`config.mk`:
```
export PLATFORM = sky130hd
export DESIGN_NAME = oversample_filter
export DESIGN_NICKNAME = d
export VERILOG_FILES = /design/src/rtl/oversample_filter_pkg.sv /design/src/rtl/oversample_filter.sv
export SDC_FILE = /design/constraint.sdc
export NUM_CORES = 1
export LEC_CHECK = 0
export BUFFER_PORTS_ARGS = -buffer_cell sky130_fd_sc_hd__buf_2
export CORE_MARGIN = 2
export CORE_UTILIZATION = 40
export CTS_CLUSTER_SIZE = 12
export DETAILED_ROUTE_END_ITERATION = 6
export GPL_ROUTABILITY_DRIVEN = 0
export SLEW_MARGIN = 20
export SYNTH_ARGS = -nofsm -noshare
export SYNTH_HDL_FRONTEND = slang
export SYNTH_SLANG_ARGS = --single-unit
```
`constraint.sdc`:
```
create_clock -name clk_in -period 8.1 [get_ports clk_in]
set_input_delay 0.81 -clock clk_in [delete_from_list [all_inputs] [get_ports clk_in]]
set_output_delay 0.81 -clock clk_in [all_outputs]
set_load 0.02 [all_outputs]
```
`src/rtl/oversample_filter_pkg.sv`:
```
// Shared constants for the oversampling averager: config address map entry,
// default geometry and the accumulator width derivation.
package oversample_filter_pkg;

    localparam int W_CHAN_DEF      = 5;
    localparam int N_CHAN_DEF      = 8;
    localparam int W_DIN_DEF       = 18;
    localparam int W_OSF_LOG_DEF   = 4;
    localparam int OSF_LOG_MAX_DEF = 10;
    localparam int W_WR_ADDR_DEF   = 16;
    localparam int W_WR_CHAN_DEF   = 16;
    localparam int W_WR_DATA_DEF   = 48;

    // Sits alongside the pid_* config addresses on the shared write bus.
    localparam logic [15:0] OSF_LOG_ADDR = 16'h0048;

    // Room for 2^log_max full-scale samples, so the sum can never overflow.
    function automatic int acc_width(input int w_din, input int log_max);
        return w_din + log_max;
    endfunction

endpackage

```
`src/rtl/oversample_filter.sv`:
```
// Per-channel 2^osf_log oversampling averager: two-stage fetch/accumulate pipe
// over per-channel accumulator, count and ratio memories.
module oversample_filter
    import oversample_filter_pkg::*;
#(
    parameter int W_CHAN      = W_CHAN_DEF,
    parameter int N_CHAN      = N_CHAN_DEF,
    parameter int W_DIN       = W_DIN_DEF,
    parameter int W_DOUT      = W_DIN_DEF,
    parameter int W_OSF_LOG   = W_OSF_LOG_DEF,
    parameter int OSF_LOG_MAX = OSF_LOG_MAX_DEF,
    parameter int W_WR_ADDR   = W_WR_ADDR_DEF,
    parameter int W_WR_CHAN   = W_WR_CHAN_DEF,
    parameter int W_WR_DATA   = W_WR_DATA_DEF
) (
    input  logic                        clk_in,
    input  logic                        rst_in,
    input  logic                        dv_in,
    input  logic [W_CHAN-1:0]           chan_in,
    input  logic signed [W_DIN-1:0]     data_in,
    input  logic                        wr_en,
    input  logic [W_WR_ADDR-1:0]        wr_addr,
    input  logic [W_WR_CHAN-1:0]        wr_chan,
    input  logic [W_WR_DATA-1:0]        wr_data,
    output logic                        dv_out,
    output logic [W_CHAN-1:0]           chan_out,
    output logic signed [W_DOUT-1:0]    data_out
);

    localparam int W_ACC = acc_width(W_DIN, OSF_LOG_MAX);
    localparam int W_IDX = (N_CHAN > 1) ? $clog2(N_CHAN) : 1;
    localparam logic [W_CHAN-1:0]    N_CHAN_TAG = W_CHAN'(N_CHAN);
    localparam logic [W_WR_CHAN-1:0] N_CHAN_WR  = W_WR_CHAN'(N_CHAN);
    localparam logic [W_OSF_LOG-1:0] LOG_MAX    = W_OSF_LOG'(OSF_LOG_MAX);
    localparam logic [W_WR_ADDR-1:0] CFG_ADDR   = W_WR_ADDR'(OSF_LOG_ADDR);

    logic signed [W_ACC-1:0]     acc_mem_q [N_CHAN];
    logic signed [W_ACC-1:0]     acc_mem_d [N_CHAN];
    logic [OSF_LOG_MAX-1:0]      cnt_mem_q [N_CHAN];
    logic [OSF_LOG_MAX-1:0]      cnt_mem_d [N_CHAN];
    logic [W_OSF_LOG-1:0]        log_mem_q [N_CHAN];
    logic [W_OSF_LOG-1:0]        log_mem_d [N_CHAN];

    logic                        s1_dv_q,   s1_dv_d;
    logic [W_CHAN-1:0]           s1_chan_q, s1_chan_d;
    logic signed [W_DIN-1:0]     s1_data_q, s1_data_d;
    logic signed [W_ACC-1:0]     s1_acc_q,  s1_acc_d;
    logic [OSF_LOG_MAX-1:0]      s1_cnt_q,  s1_cnt_d;
    logic [W_OSF_LOG-1:0]        s1_log_q,  s1_log_d;

    logic                        dv_out_q,   dv_out_d;
    logic [W_CHAN-1:0]           chan_out_q, chan_out_d;
    logic signed [W_DOUT-1:0]    data_out_q, data_out_d;

    logic                        cfg_wr;
    logic [W_IDX-1:0]            cfg_idx;
    logic [W_OSF_LOG-1:0]        cfg_log;

    logic [W_IDX-1:0]            s1_idx;
    logic [W_IDX-1:0]            in_idx;
    logic                        s2_kill;
    logic                        s2_last;
    logic [OSF_LOG_MAX:0]        s2_one_shift;
    logic signed [W_ACC-1:0]     s2_acc_next;
    logic signed [W_ACC-1:0]     s2_avg;
    logic                        wb_en;
    logic signed [W_ACC-1:0]     wb_acc;
    logic [OSF_LOG_MAX-1:0]      wb_cnt;
    logic                        unused_bits;

    always_comb begin
        cfg_idx = wr_chan[W_IDX-1:0];
        cfg_log = (wr_data[W_OSF_LOG-1:0] > LOG_MAX) ? LOG_MAX : wr_data[W_OSF_LOG-1:0];
        cfg_wr  = wr_en && (wr_addr == CFG_ADDR) && (wr_chan < N_CHAN_WR);
    end

    // Stage 2: accumulate and decide; a same-channel config write discards the sample.
    always_comb begin
        s1_idx       = s1_chan_q[W_IDX-1:0];
        s2_kill      = cfg_wr && (cfg_idx == s1_idx);
        wb_en        = s1_dv_q && !s2_kill;
        s2_acc_next  = s1_acc_q + {{OSF_LOG_MAX{s1_data_q[W_DIN-1]}}, s1_data_q};
        s2_one_shift = {{OSF_LOG_MAX{1'b0}}, 1'b1} << s1_log_q;
        s2_last      = (s1_cnt_q == (s2_one_shift[OSF_LOG_MAX-1:0] - 1'b1));
        s2_avg       = s2_acc_next >>> s1_log_q;
        wb_acc       = s2_last ? '0 : s2_acc_next;
        wb_cnt       = s2_last ? '0 : s1_cnt_q + 1'b1;
        dv_out_d     = wb_en && s2_last;
        chan_out_d   = s1_chan_q;
        data_out_d   = dv_out_d ? s2_avg[W_DOUT-1:0] : data_out_q;
    end

    // Stage 1: fetch with forwarding from the writeback and config write landing this edge.
    always_comb begin
        in_idx    = chan_in[W_IDX-1:0];
        s1_dv_d   = dv_in && (chan_in < N_CHAN_TAG) && !(cfg_wr && (cfg_idx == in_idx));
        s1_chan_d = chan_in;
        s1_data_d = data_in;
        s1_acc_d  = acc_mem_q[in_idx];
        s1_cnt_d  = cnt_mem_q[in_idx];
        s1_log_d  = log_mem_q[in_idx];
        if (wb_en && (s1_idx == in_idx)) begin
            s1_acc_d = wb_acc;
            s1_cnt_d = wb_cnt;
        end
        if (cfg_wr && (cfg_idx == in_idx)) begin
            s1_acc_d = '0;
            s1_cnt_d = '0;
            s1_log_d = cfg_log;
        end
    end

    always_comb begin
        for (int c = 0; c < N_CHAN; c++) begin
            acc_mem_d[c] = acc_mem_q[c];
            cnt_mem_d[c] = cnt_mem_q[c];
            log_mem_d[c] = log_mem_q[c];
            if (wb_en && (s1_idx == W_IDX'(c))) begin
                acc_mem_d[c] = wb_acc;
                cnt_mem_d[c] = wb_cnt;
            end
            if (cfg_wr && (cfg_idx == W_IDX'(c))) begin
                acc_mem_d[c] = '0;
                cnt_mem_d[c] = '0;
                log_mem_d[c] = cfg_log;
            end
        end
    end

    always_ff @(posedge clk_in) begin
        if (rst_in) begin
            for (int c = 0; c < N_CHAN; c++) begin
                acc_mem_q[c] <= '0;
                cnt_mem_q[c] <= '0;
                log_mem_q[c] <= '0;
            end
            s1_dv_q    <= 1'b0;
            s1_chan_q  <= '0;
            s1_data_q  <= '0;
            s1_acc_q   <= '0;
            s1_cnt_q   <= '0;
            s1_log_q   <= '0;
            dv_out_q   <= 1'b0;
            chan_out_q <= '0;
            data_out_q <= '0;
        end else begin
            for (int c = 0; c < N_CHAN; c++) begin
                acc_mem_q[c] <= acc_mem_d[c];
                cnt_mem_q[c] <= cnt_mem_d[c];
                log_mem_q[c] <= log_mem_d[c];
            end
            s1_dv_q    <= s1_dv_d;
            s1_chan_q  <= s1_chan_d;
            s1_data_q  <= s1_data_d;
            s1_acc_q   <= s1_acc_d;
            s1_cnt_q   <= s1_cnt_d;
            s1_log_q   <= s1_log_d;
            dv_out_q   <= dv_out_d;
            chan_out_q <= chan_out_d;
            data_out_q <= data_out_d;
        end
    end

    assign dv_out   = dv_out_q;
    assign chan_out = chan_out_q;
    assign data_out = data_out_q;

    assign unused_bits = ^{wr_data[W_WR_DATA-1:W_OSF_LOG], s2_avg[W_ACC-1:W_DOUT],
                           s2_one_shift[OSF_LOG_MAX]};

endmodule

```
==> results.cfg <==
[yosys]
synth_edf_count = 336
avgSynthCellArea_um2 = 11.8
yosys-mux-area-fraction = 0.130
synth_top_family_by_area = simple AND/OR/NAND/NOR gates
ys.flop_type = edfxtp_1
syn_area_um2 = 21100
synth-compound-area-share = 0.0879
synthSimpleGateAreaFrac = 0.151
postSynthCellCount = 1792
synthAdderAreaFrac = 0.0181
ys_ff_latch = 426
ys_warn_count = 0
synth.distinct_cells = 93
async_flop_share = 0
synth-xor-area-share = 0.0198
ys_seq_area_frac = 0.564
syn-num-nets = 1929

[timing]
slew_viol_final = 0
relSlewSlack = 0.303
hold_viol = 0
finalSetupViolations = 0
skew_ns = 0.0208
worst_pin_slew_ns = 1.05
rsz0062_at_grt = no
setup_tns_ns = 0
fin_crit_ns = 4.50
fin_ws_ns = 3.60
fmax_mhz = 222
period_share = 0.556

[final_layout]
final_cell_mix = nor2_1, edfxtp_1, mux4_2, nand2_1, dfxtp_1
layout.nets = 1971
final_common_cell = nor2_1
syn2layout_area_growth_pct = 11.9
multiInputGateArea_um2 = 8640
fillCellCount = 4765
antenna-diode-count = 0
drive_gt1_frac = 0.201
fin_util = 0.451
regArea_um2 = 11900

[cts]
cts_max_level = 2
clkTransAtPathRegs_ns = 0.06
cts_tree = yes
cts_max_path_buffers = 3
cts_resized = 0
numClockSinks = 426
cts_setup_buffers = 0
cts_root_buf = clkbuf_16
ctsHoldBuffers = 0
numCtsBuffers = 45
clk_latency_ns = 0.58

[global_routing]
grt_pass1_vias = 14700
grt_pass1_wl_um = 86800
grt_max_degree = 68
antenna_found_initial = 0
grtUsageTotal = 0.212
grt.overflow.total = 0

[critical_path]
rrSetupSlack_ns = 3.60
cp-end-kind = flop
cp_max_fo = 32
start_kind = flop
crit_family = simple AND/OR/NAND/NOR gates
max_stage_delay_ns = 0.53
crit_required_ns = 8.54
worstPathCellList = buf_4 -> clkinv_1 -> buf_4 -> nor2_1 -> nand2_1 -> ha_1 -> or3_1 -> a21o_1 -> nand3_1 -> o211ai_1 -> nor4_4 -> and2_1 -> nand2_1 -> a2111oi_0 -> a211oi_1
critPathBufInv = 3
arrival_ns = 4.95
crit_type = flop to flop
slowest_stage = nor4_4

[power]
netSwitchingFraction = 0.260
combPwrFrac = 0.148
power_frac_clock = 0.381
leakagePower_nw = 8.62
vdd_drop_max_v = 0.000139
intPower_mw = 3.94
p_per_area_nw_per_um2 = 226
pwr-share-seq = 0.471
p_sw_mw = 1.39

[placement]
hpwlAfterDp_um = 35200
portBuffers = 86
dp_slack_ns = 3.73

[route]
drt_wl_total_um = 56900
drt_iter0_drc = 1304
drc_errors = 0
routedWlPerCell_um = 22.2
viasPerCell = 5.66
first_pass_iters = 5
ant_nets = 0
vias = 14500

[floorplanning]
die_x_um = 234
row_count = 84
start_util = 0.403
dieArea_um2 = 54600
io_pins = 131
coreArea_um2 = 52300
die_h_um = 234

[outcome]
status = complete, no violations

[flow_run]
drv_cap = 0

[worst_hold_path]
min-delay-path-class = input port to flop
through the flow:
step,hold slack (ns),area (um^2),std cells,power [mW]
floorplan,0.414,21100,1792,3.10
global placement,0.419,22200,2475,3.32
detailed placement,0.431,22200,2475,3.33
CTS,0.389,23600,2558,5.37
global route,0.411,23600,2558,5.53
finish,0.416,23600,2558,5.33
power groups by stage:
stage,logic (mW),clock network [mW],registers [mW]
2_1_floorplan,0.551,0,2.54
3_3_place_gp,0.772,0,2.55
3_5_place_dp,0.777,0,2.56
4_1_cts,0.781,2.07,2.51
5_1_grt,0.851,2.16,2.52
6_report,0.789,2.03,2.51
worst paths after layout:
path                               startpoint      endpoint  depth (start not counted)
worst max-delay path              s1_log_q[0]  data_out[11]                         15
worst min-delay path               chan_in[3]       s1_dv_q                          2
worst max register to register    s1_log_q[0]  data_out[11]                         15
worst min register to register  chan_out_d[4]   chan_out[4]                          1
cell type report:
cell class | instances | area share
multi-input combinational | 1217 | 0.366
sequential | 426 | 0.504
clock buffer | 72 | 0.0564
tap | 688 | 0.0365
clock inverter | 11 | 0.00461
inverter | 26 | 0.00413
timing repair buffer | 118 | 0.0288
registers in the layout, indices dropped and copies added, names as in the netlist:
name and cells:
s1_cnt_q 10, chan_out 5, acc_mem_q 224, s1_acc_q 28
s1_log_q 4, dv_out 1, chan_out_d 5, s1_data_q 18
log_mem_q 32, data_out 18, s1_dv_q 1, cnt_mem_q 80
Yosys cell counts (22+ instances only):
library cell / count / area [um^2]
buf_2: 34 / 170
nor2b_1: 42 / 263
inv_1: 22 / 82.6
xnor2_1: 26 / 228
nor2_1: 464 / 1740
mux2_2: 37 / 417
mux4_2: 97 / 2180
clkbuf_1: 70 / 263
nand2_2: 25 / 156
o21ai_0: 24 / 120
nand2_1: 93 / 349
a21oi_1: 78 / 390
dfxtp_1: 90 / 1800
ha_1: 29 / 363
edfxtp_1: 336 / 10100
a211oi_1: 38 / 285
metal layers:
layer / track usage / routed length, um / vias to the layer above
li1: - / - / 6634
met4: 0.0872 / 2250 / 0
met2: 0.372 / 28700 / 505
met1: 0.261 / 22500 / 7193
met3: 0.0325 / 3350 / 138
met5: 0 / 0 / -
logic make-up after synthesis:
family / Yosys count
flops: 426
fa+ha+maj: 30
compound gates: 265
xor+xnor: 46
mux: 148
buf+inv: 149
simple gates: 728
Power figures use the tool's default switching activity.
